### config.mk
export PLATFORM = sky130hd
export DESIGN_NAME = ibex_rvfi_gen
export DESIGN_NICKNAME = d
export VERILOG_FILES = /design/src/rtl/ibex_rvfi_pkg.sv /design/src/rtl/ibex_rvfi_fifo.sv /design/src/rtl/ibex_rvfi_gen.sv
export SDC_FILE = /design/constraint.sdc
export NUM_CORES = 2
export LEC_CHECK = 0
export BUFFER_PORTS_ARGS = -buffer_cell sky130_fd_sc_hd__buf_2
export CORE_AREA = 5 5 290 292
export CTS_BUF_LIST = sky130_fd_sc_hd__clkbuf_2 sky130_fd_sc_hd__clkbuf_4 sky130_fd_sc_hd__clkbuf_8
export DETAILED_ROUTE_END_ITERATION = 16
export DIE_AREA = 0 0 295 297
export PLACE_DENSITY = 0.82
export SLEW_MARGIN = 20
export SYNTH_ARGS = -nofsm -noshare
export SYNTH_HDL_FRONTEND = slang
export SYNTH_HIERARCHICAL = 1
export SYNTH_SLANG_ARGS = --single-unit
### constraint.sdc
create_clock -name clk_i -period 47.2 [get_ports clk_i]
set_clock_uncertainty 0.15 [all_clocks]
set_input_delay 2.36 -clock clk_i [delete_from_list [all_inputs] [get_ports clk_i]]
set_output_delay 2.36 -clock clk_i [all_outputs]
set_load 0.01 [all_outputs]
### src/rtl/ibex_rvfi_pkg.sv
// Shared types for the RVFI retirement producer: buffered entry layout and order width.
package ibex_rvfi_pkg;

    localparam int RvfiOrderW = 64;

    typedef struct packed {
        logic [31:0] insn;
        logic [31:0] pc_rdata;
        logic [31:0] pc_wdata;
        logic [4:0]  rs1_addr;
        logic [4:0]  rs2_addr;
        logic [31:0] rs1_rdata;
        logic [31:0] rs2_rdata;
        logic [4:0]  rd_addr;
        logic [31:0] rd_wdata;
        logic [31:0] mem_addr;
        logic [3:0]  mem_rmask;
        logic [3:0]  mem_wmask;
        logic [31:0] mem_rdata;
        logic [31:0] mem_wdata;
        logic        trap;
        logic        halt;
        logic        intr;
        logic [1:0]  mode;
        logic        is_load;
        logic        complete;
    } rvfi_entry_t;

    // A bus error turns the load into a trap with no architectural register write.
    function automatic rvfi_entry_t complete_load(rvfi_entry_t e, logic [31:0] rdata, logic err);
        rvfi_entry_t r;
        r           = e;
        r.complete  = 1'b1;
        r.rd_wdata  = rdata;
        r.mem_rdata = rdata;
        if (err) begin
            r.trap     = 1'b1;
            r.rd_addr  = '0;
            r.rd_wdata = '0;
        end
        return r;
    endfunction

endpackage

### src/rtl/ibex_rvfi_fifo.sv
// In-order retire buffer; the one outstanding load entry is completed in place by index.
module ibex_rvfi_fifo
    import ibex_rvfi_pkg::*;
#(
    parameter  int Depth = 2,
    localparam int AW    = $clog2(Depth)
) (
    input  logic              clk,
    input  logic              rst,
    input  logic              push,
    input  rvfi_entry_t       push_entry,
    input  logic              pop,
    input  logic              cmpl,
    input  logic [AW-1:0]     cmpl_idx,
    input  logic [31:0]       cmpl_rdata,
    input  logic              cmpl_err,
    output rvfi_entry_t       head,
    output logic              full,
    output logic              empty,
    output logic [AW-1:0]     wr_idx
);

    localparam logic [AW:0] PtrOne = 1;

    rvfi_entry_t mem [Depth];
    logic [AW:0] wr_ptr;
    logic [AW:0] rd_ptr;
    logic        do_push;
    logic        do_pop;

    // Extra pointer bit distinguishes full from empty when the indices match.
    assign empty   = (wr_ptr == rd_ptr);
    assign full    = (wr_ptr[AW] != rd_ptr[AW]) && (wr_ptr[AW-1:0] == rd_ptr[AW-1:0]);
    assign wr_idx  = wr_ptr[AW-1:0];
    assign head    = mem[rd_ptr[AW-1:0]];
    assign do_push = push && !full;
    assign do_pop  = pop && !empty;

    always_ff @(posedge clk or posedge rst) begin
        if (rst) begin
            wr_ptr <= '0;
            rd_ptr <= '0;
            for (int i = 0; i < Depth; i++) begin
                mem[i] <= '0;
            end
        end else begin
            if (do_push) begin
                mem[wr_idx] <= push_entry;
                wr_ptr      <= wr_ptr + PtrOne;
            end
            if (cmpl) begin
                mem[cmpl_idx] <= complete_load(mem[cmpl_idx], cmpl_rdata, cmpl_err);
            end
            if (do_pop) begin
                rd_ptr <= rd_ptr + PtrOne;
            end
        end
    end

endmodule

### src/rtl/ibex_rvfi_gen.sv
// RVFI producer: buffers retirements until load data returns, then emits one registered
// rvfi_valid pulse per instruction in program order with an incrementing rvfi_order.
module ibex_rvfi_gen
    import ibex_rvfi_pkg::*;
#(
    parameter int         FifoDepth = 2,
    parameter logic [1:0] HartIxl   = 2'b01
) (
    input  logic                  clk_i,
    input  logic                  rst_i,
    input  logic                  instr_done_i,
    output logic                  instr_ready_o,
    input  logic [31:0]           insn_i,
    input  logic [31:0]           pc_i,
    input  logic [31:0]           pc_next_i,
    input  logic [4:0]            rs1_addr_i,
    input  logic [4:0]            rs2_addr_i,
    input  logic [31:0]           rs1_rdata_i,
    input  logic [31:0]           rs2_rdata_i,
    input  logic [4:0]            rd_addr_i,
    input  logic [31:0]           rd_wdata_i,
    input  logic                  is_load_i,
    input  logic [31:0]           mem_addr_i,
    input  logic [3:0]            mem_rmask_i,
    input  logic [3:0]            mem_wmask_i,
    input  logic [31:0]           mem_wdata_i,
    input  logic                  trap_i,
    input  logic                  halt_i,
    input  logic [1:0]            priv_mode_i,
    input  logic                  irq_taken_i,
    input  logic                  load_resp_valid_i,
    input  logic [31:0]           load_rdata_i,
    input  logic                  load_err_i,
    output logic                  rvfi_valid,
    output logic [RvfiOrderW-1:0] rvfi_order,
    output logic [31:0]           rvfi_insn,
    output logic                  rvfi_trap,
    output logic                  rvfi_halt,
    output logic                  rvfi_intr,
    output logic [1:0]            rvfi_mode,
    output logic [1:0]            rvfi_ixl,
    output logic [4:0]            rvfi_rs1_addr,
    output logic [4:0]            rvfi_rs2_addr,
    output logic [4:0]            rvfi_rs3_addr,
    output logic [31:0]           rvfi_rs1_rdata,
    output logic [31:0]           rvfi_rs2_rdata,
    output logic [31:0]           rvfi_rs3_rdata,
    output logic [4:0]            rvfi_rd_addr,
    output logic [31:0]           rvfi_rd_wdata,
    output logic [31:0]           rvfi_pc_rdata,
    output logic [31:0]           rvfi_pc_wdata,
    output logic [31:0]           rvfi_mem_addr,
    output logic [3:0]            rvfi_mem_rmask,
    output logic [3:0]            rvfi_mem_wmask,
    output logic [31:0]           rvfi_mem_rdata,
    output logic [31:0]           rvfi_mem_wdata,
    output logic                  proto_err_o
);

    localparam int IdxW = $clog2(FifoDepth);
    localparam logic [RvfiOrderW-1:0] OrderOne = 1;

    rvfi_entry_t           new_entry;
    rvfi_entry_t           head;
    logic                  full;
    logic                  empty;
    logic [IdxW-1:0]       wr_idx;
    logic [IdxW-1:0]       pend_idx;
    logic                  pend_vld;
    logic                  intr_pend;
    logic [RvfiOrderW-1:0] order_cnt;

    logic done_ok;
    logic err_done;
    logic err_load;
    logic err_resp;
    logic enq;
    logic resp_at_enq;
    logic resp_pend;
    logic deq;

    assign instr_ready_o = !full;

    // Violating events are dropped; only the sticky flag records them.
    assign done_ok     = instr_done_i && instr_ready_o;
    assign err_done    = instr_done_i && !instr_ready_o;
    assign err_load    = done_ok && is_load_i && pend_vld;
    assign enq         = done_ok && !err_load;
    assign resp_at_enq = enq && is_load_i && load_resp_valid_i;
    assign resp_pend   = load_resp_valid_i && pend_vld;
    assign err_resp    = load_resp_valid_i && !pend_vld && !resp_at_enq;
    assign deq         = !empty && head.complete;

    always_comb begin
        new_entry           = '0;
        new_entry.insn      = insn_i;
        new_entry.pc_rdata  = pc_i;
        new_entry.pc_wdata  = pc_next_i;
        new_entry.rs1_addr  = rs1_addr_i;
        new_entry.rs2_addr  = rs2_addr_i;
        new_entry.rs1_rdata = rs1_rdata_i;
        new_entry.rs2_rdata = rs2_rdata_i;
        new_entry.rd_addr   = rd_addr_i;
        new_entry.rd_wdata  = is_load_i ? 32'h0 : rd_wdata_i;
        new_entry.mem_addr  = mem_addr_i;
        new_entry.mem_rmask = mem_rmask_i;
        new_entry.mem_wmask = mem_wmask_i;
        new_entry.mem_wdata = mem_wdata_i;
        new_entry.trap      = trap_i;
        new_entry.halt      = halt_i;
        new_entry.intr      = intr_pend || irq_taken_i;
        new_entry.mode      = priv_mode_i;
        new_entry.is_load   = is_load_i;
        new_entry.complete  = !is_load_i;
        if (resp_at_enq) begin
            new_entry = complete_load(new_entry, load_rdata_i, load_err_i);
        end
    end

    ibex_rvfi_fifo #(
        .Depth (FifoDepth)
    ) u_fifo (
        .clk        (clk_i),
        .rst        (rst_i),
        .push       (enq),
        .push_entry (new_entry),
        .pop        (deq),
        .cmpl       (resp_pend),
        .cmpl_idx   (pend_idx),
        .cmpl_rdata (load_rdata_i),
        .cmpl_err   (load_err_i),
        .head       (head),
        .full       (full),
        .empty      (empty),
        .wr_idx     (wr_idx)
    );

    always_ff @(posedge clk_i or posedge rst_i) begin
        if (rst_i) begin
            pend_vld    <= 1'b0;
            pend_idx    <= '0;
            intr_pend   <= 1'b0;
            proto_err_o <= 1'b0;
        end else begin
            if (resp_pend) begin
                pend_vld <= 1'b0;
            end else if (enq && is_load_i && !load_resp_valid_i) begin
                pend_vld <= 1'b1;
                pend_idx <= wr_idx;
            end
            if (enq) begin
                intr_pend <= 1'b0;
            end else if (irq_taken_i) begin
                intr_pend <= 1'b1;
            end
            if (err_done || err_load || err_resp) begin
                proto_err_o <= 1'b1;
            end
        end
    end

    assign rvfi_ixl       = HartIxl;
    assign rvfi_rs3_addr  = '0;
    assign rvfi_rs3_rdata = '0;

    always_ff @(posedge clk_i or posedge rst_i) begin
        if (rst_i) begin
            rvfi_valid     <= 1'b0;
            rvfi_order     <= '0;
            order_cnt      <= '0;
            rvfi_insn      <= '0;
            rvfi_trap      <= 1'b0;
            rvfi_halt      <= 1'b0;
            rvfi_intr      <= 1'b0;
            rvfi_mode      <= '0;
            rvfi_rs1_addr  <= '0;
            rvfi_rs2_addr  <= '0;
            rvfi_rs1_rdata <= '0;
            rvfi_rs2_rdata <= '0;
            rvfi_rd_addr   <= '0;
            rvfi_rd_wdata  <= '0;
            rvfi_pc_rdata  <= '0;
            rvfi_pc_wdata  <= '0;
            rvfi_mem_addr  <= '0;
            rvfi_mem_rmask <= '0;
            rvfi_mem_wmask <= '0;
            rvfi_mem_rdata <= '0;
            rvfi_mem_wdata <= '0;
        end else begin
            rvfi_valid <= deq;
            if (deq) begin
                rvfi_order     <= order_cnt;
                order_cnt      <= order_cnt + OrderOne;
                rvfi_insn      <= head.insn;
                rvfi_trap      <= head.trap;
                rvfi_halt      <= head.halt;
                rvfi_intr      <= head.intr;
                rvfi_mode      <= head.mode;
                rvfi_rs1_addr  <= head.rs1_addr;
                rvfi_rs2_addr  <= head.rs2_addr;
                rvfi_rs1_rdata <= head.rs1_rdata;
                rvfi_rs2_rdata <= head.rs2_rdata;
                rvfi_rd_addr   <= head.rd_addr;
                // x0 never reports a written value, even for loads targeting it.
                rvfi_rd_wdata  <= (head.rd_addr == 5'd0) ? 32'h0 : head.rd_wdata;
                rvfi_pc_rdata  <= head.pc_rdata;
                rvfi_pc_wdata  <= head.pc_wdata;
                rvfi_mem_addr  <= head.mem_addr;
                rvfi_mem_rmask <= head.mem_rmask;
                rvfi_mem_wmask <= head.mem_wmask;
                rvfi_mem_rdata <= head.is_load ? head.mem_rdata : 32'h0;
                rvfi_mem_wdata <= head.mem_wdata;
            end
        end
    end

endmodule

Word level (Yosys, flattened, before mapping)

Index checks and enable logic that the tools add are counted.

Bits of input ports: 322
Flip-flop bits (word level): 1089
Logic and storage cells: 141

Reductions and logical operators: 31
Bitwise logic cells: 4
Eq/ne operators: 3
Add/sub/neg operators: 3
Multiplexer cells: 28
$lt $le $gt $ge: 5

Operator list:

| kind                                                                  | number |
|---|---|
| 318-bit two-way mux                                                   | 8 |
| 636-bit bitwise mux                                                   | 2 |
| 636-bit two-way mux                                                   | 2 |
| 318-bit demux with 1-bit select                                       | 2 |
| 148-bit two-way mux                                                   | 1 |
| 37-bit two-way mux                                                    | 3 |
| 32-bit two-way mux                                                    | 3 |
| 64-bit by 1-bit adder with 64-bit output (second input constant)      | 1 |
| 1-bit logical AND                                                     | 17 |
| 1-bit logical NOT                                                     | 7 |
| 1-bit two-way mux                                                     | 7 |
| 2-bit greater-or-equal comparator (second input constant)             | 3 |
| 1-bit inverter with 2-bit output                                      | 3 |
| 5-bit logical NOT                                                     | 1 |
| 2-bit by 1-bit adder with 2-bit output (second input constant)        | 2 |
| 2-bit by 1-bit < comparator with 1-bit output (second input constant) | 2 |
| 2-bit nonzero test                                                    | 2 |
| 1-bit logical OR                                                      | 3 |
| 2-bit == test                                                         | 1 |
| 2-bit AND reduction                                                   | 1 |
| 1-bit == test                                                         | 1 |
| 1-bit inequality test                                                 | 1 |
| 1-bit inverter                                                        | 1 |

Longest topological paths before layout

Depth after elaboration: 15
Mapped depth: 13
Mapped depth without buffers: 8

Hierarchy

Netlist, hierarchy kept.

By module, submodules not included:

| module         | cells each | times used | area each (um^2) |
|---|---|---|---|
| ibex_rvfi_fifo | 2392       | 1          | 30290.3 |
| ibex_rvfi_gen  | 2027       | 1          | 18310.1 |

Worst setup path before layout

No wires, ideal clock.

Path kind: in2reg
Start point: input is_load_i
End point: register u_fifo/mem[313] in the netlist's numbering
Setup slack: 42.941 ns
Stages on the path: 9
Setup time: 0.128 ns
Required time: 46.922 ns
Data arrival time: 3.982 ns
Path through: buf_2 -> a21oi_1 -> and2_1 -> nand2_1 -> a211oi_1 -> buf_2 -> buf_6 -> buf_2 -> mux2_1

Longest elaborated chain between the ends: 8

Ends and longest elaborated chain:

| item                              | RTL line             | text |
|---|---|---|
| start: declaration                | ibex_rvfi_gen.sv:22  | `input logic is_load_i,` |
| 1-bit logical AND * (2 in series) | ibex_rvfi_gen.sv:87  | `assign err_load = done_ok && is_load_i && pend_vld;` |
| 1-bit logical NOT *               | ibex_rvfi_gen.sv:88  | `assign enq = done_ok && !err_load;` |
| 1-bit logical AND *               | ibex_rvfi_gen.sv:88  |  |
| named net enq                     | ibex_rvfi_gen.sv:77  | `logic enq;` |
| 1-bit logical AND *               | ibex_rvfi_fifo.sv:36 | `assign do_push = push && !full;` |
| 636-bit two-way mux *             | ibex_rvfi_fifo.sv:47 | `if (do_push) begin` |
| 636-bit bitwise mux               | ibex_rvfi_fifo.sv:52 | `mem[cmpl_idx] <= complete_load(mem[cmpl_idx], cmpl_rdata, cmpl_err);` |
| 636-bit two-way mux *             | ibex_rvfi_fifo.sv:51 | `if (cmpl) begin` |
| end signal: indexed assignment    | ibex_rvfi_fifo.sv:48 | `mem[wr_idx] <= push_entry;` |
| end signal: indexed assignment    | ibex_rvfi_fifo.sv:52 |  |
| end: declaration                  | ibex_rvfi_fifo.sv:25 | `rvfi_entry_t mem [Depth];` |

Mark *: on every way through the listed nets, which the timed path passes. The rest lies on a longest branch.
A chain may end at the register's enable or synchronous reset.

Worst setup path after layout

Start point: input is_load_i
End point: register u_fifo/mem[486] in the netlist's numbering

The elaborated chain is that of the path after synthesis.

==> metrics.csv <==
stage;metric;value;unit
placed_design;Detailed Place HPWL;88.0;mm
worst_setup_path;crit path capture;u_fifo/mem[486];
timing;fmax;155;MHz
routing;routed length per placed instance;22.1;microns
floorplanning;IO Count;744;
layout;FF+latch area;0.0273;sq mm
floorplanning;Die X;295;microns
clock_network;CTS buffer count;171;
timing;setup TNS;0;ns
worst_setup_path;reg2reg path depth;11;
routing;drc violations;0;
floorplanning;Die Y;297;microns
worst_setup_path;Crit. End Element;register;
grt;most used routing layer;met2;
timing;final setup margin;40.76;ns
clock_network;root buf cell;clkbuf_8;
timing;RSZ-0062 raised after global routing;false;
worst_setup_path;crit-path max cell delay;0.94;ns
worst_setup_path;crit path cell chain;buf_2 -> a21oi_1 -> and2_1 -> nor2b_4 -> o211ai_1 -> buf_4 -> buf_4 -> buf_4 -> mux2_2;
layout;share of the core filled with cells;69.2;%
routing;Routed WL;139;mm
floorplanning;initial cell density of the core;59.8;%
timing;fin crit period;6.44;ns
grt;Total Routing Usage GR;30.9;%
layout;layout cells sized above 1;33.0;%
grt;vias in the first global route;37500;
synth;asr flop ratio synth;100;%
clock_network;H-tree Lvls;4;
clock_network;setup bufs post-CTS;0;
power;Lkg Pwr;27.5;nW
layout;non-filler instance count after layout;6278;
power;PD cells;76.6;mW/mm^2
clock_network;maximum clock insertion buffer count;3;
timing;Final Hold Viols;0;
run;MaxCap Viol Count;0;
timing;slew margin rel.;23.7;%
worst_setup_path;slowest CP cell;buf_4;
layout;Multi-input gate area;0.0199;sq mm
synth;flops & latches, synth;1089;
timing;Final Max Tran Viols;0;
floorplanning;die footprint;0.0876;sq mm
worst_setup_path;r2r startpoint;u_fifo/rd_ptr[1];
synth;count of different cell masters after synthesis;47;
worst_setup_path;critical path peak fanout;74;
clock_network;worst skew pair latency;0.80;ns
placed_design;Port Buffers;704;
worst_setup_path;Setup CP Type;in2reg;
layout;fill cell count;5780;
routing;via/cell ratio;5.78;
timing;Slew @ Worst Pin;1.14;ns
synth;EDFF count, synth;0;
worst_setup_path;worst setup path start;is_load_i;
grt;initial antenna violation count;69;
worst_setup_path;most used cell, CP;buf_4;
floorplanning;# rows;105;
routing;antenna-violating nets left;0;
timing;Final Hold Slack;0.315;ns
worst_setup_path;Worst R2R Setup Slack;41.70;ns
grt;largest net degree at the start of global routing;212;
timing;period utilization;13.7;%
worst_setup_path;Critical Path RT;47.70;ns
grt;first-pass GRT wire length;215;mm
grt;global route total overflow;0;
grt;met2 Usage GRT;48.3;%
clock_network;Hold-fix buffers, CTS;0;
clock_network;clk sinks;1089;
clock_network;# resized after CTS;0;
clock_network;CTS tree;built;
routing;Detailed Route Iter0 Violations;2778;
synth;sequential-to-total area share from yosys stat;56.1;%
worst_setup_path;worst path arrival time;6.94;ns
synth;Synth Area per Inst;11.0;sq um
grt;met3 usage in global routing;7.84;%
synth;Mapped Area;0.0486;sq mm
timing;Final setup viols;0;
routing;vias post-DR;36300;
grt;GR Util met1;38.5;%
layout;Final nets;5354;
synth;top_reg_cell synth;dfrtp_1;
routing;DR pass1 iterations;6;
placed_design;Place WS;40.02;ns
clock_network;CTS clk-pin slew, worst paths;0.06;ns
status;status;finished, final reports clean;
min_path;Hold WC Path Type;reg2reg;
placed_design;RePlAce Congestion;0.881;
placed_design;Inst Count DP;5928;
worst_setup_path;r2r endpoint;u_fifo/mem[240];
power;worst IR drop on VDD;0.0586;mV
layout;P&R area growth vs syn;15.7;%
worst_setup_path;CP startpoint kind;primary input;
floorplanning;core box area;0.0813;sq mm
synth;Synth Instances;4419;
synth;Yosys Warn Count;6;
[worst max-delay path: cells and delay by family]
kind	cells	cell delay [ns]
buf+inv	4	3.19
compound gates	2	0.41
simple gates	2	0.46
mux	1	0.42
[worst min-delay path by stage]
stage | startpoint | to | cells after the start
CTS | rvfi_mem_rdata[9] | rvfi_mem_rdata[9] | 2
global route | rvfi_rs1_addr[0] | rvfi_rs1_addr[0] | 2
detailed placement | rvfi_mem_rdata[9] | rvfi_mem_rdata[9] | 2
finish | rvfi_mem_rdata[15] | rvfi_mem_rdata[15] | 2
global placement | rvfi_mem_rdata[9] | rvfi_mem_rdata[9] | 2
floorplan | order_cnt[63] | order_cnt[63] | 1
[final cells by class]
cell class	instances	share of cell area (%)
repair buffers	744	6.89
clock inverters	26	0.445
flip-flops and latches	1089	48.5
inverters	48	0.360
diodes	55	0.245
multi-input cells	2977	35.4
well taps	1070	2.38
clock buffers	269	5.86
[cell usage after synthesis, types with 47 or more instances]
cell	instances	share of area [%]
a22oi_1	128	2.0
a31oi_1	131	1.7
and2_1	105	1.4
buf_2	63	0.65
clkbuf_1	220	1.7
dfrtp_1	1089	56
inv_1	47	0.36
mux2_1	182	4.2
mux2_2	568	13
nand2_1	1084	8.4
nand3_1	59	0.61
nor2_1	152	1.2
nor2b_1	99	1.3
o211ai_1	133	2.1
or2_2	64	0.82
[power by group]
part	leakage (nW)	switching [mW]	internal [mW]	total, mW
combinational	12.2	1.11	0.788	1.90
sequential	13.4	0.222	1.37	1.59
clock	1.90	0.372	0.451	0.822
[sequential cells by signal (all words and copies together), names as in the netlist, 5 cells and up]
signal / flops
rvfi_mem_wdata: 32
rvfi_pc_wdata: 32
rvfi_insn: 32
rvfi_rs2_rdata: 32
rvfi_rd_wdata: 32
rvfi_order: 64
rvfi_rs1_addr: 5
u_fifo/mem: 636
rvfi_rd_addr: 5
order_cnt: 64
rvfi_mem_addr: 32
rvfi_pc_rdata: 32
rvfi_rs1_rdata: 32
rvfi_rs2_addr: 5
rvfi_mem_rdata: 32
[through the flow]
stage	cell area [sq um]	power, mW
2_1_floorplan	48700	2.91
3_3_place_gp	52600	3.38
3_5_place_dp	52600	3.46
4_1_cts	56100	4.31
5_1_grt	56200	4.58
6_report	56300	4.31
[cell usage in the layout, fill, tap and decap left out, drive strengths merged, types with 8 or more instances in the layout]
master	instances
a22o	32
a22oi	128
a31oi	131
and2	105
and3	13
buf	744
clkbuf	269
clkinv	16
conb	39
dfrtp	1089
diode	55
inv	56
mux2	750
mux2i	11
nand2	1084
nand2b	8
nand3	60
nand4	23
nor2	152
nor2b	99
nor3	11
o211ai	133
o21ai	37
or2	64
xnor2	43
xor2	24
[cells by family after synthesis]
| kind of cell | synth area share, % |
|---|---|
| and+or+nand+nor | 14.8 |
| DFF | 56.1 |
| muxes | 17.6 |
| AOI/OAI and AO/OA | 6.77 |
| buffers and inverters | 3.50 |
| xor gates and xnor gates | 1.21 |
| other | 0.0155 |
| adders and majority gates | 0.0257 |
[metal layers]
| metal | wire length (microns) | vias up | part of all wire (%) |
|---|---|---|---|
| li1 | - | 16200 | - |
| met4 | 9510 | 32 | 6.9 |
| met1 | 52100 | 18100 | 38 |
| met5 | 202 | - | 0.15 |
| met2 | 65900 | 1510 | 48 |
| met3 | 10800 | 408 | 7.8 |
Note: power is estimated with default switching activity, not from simulation.
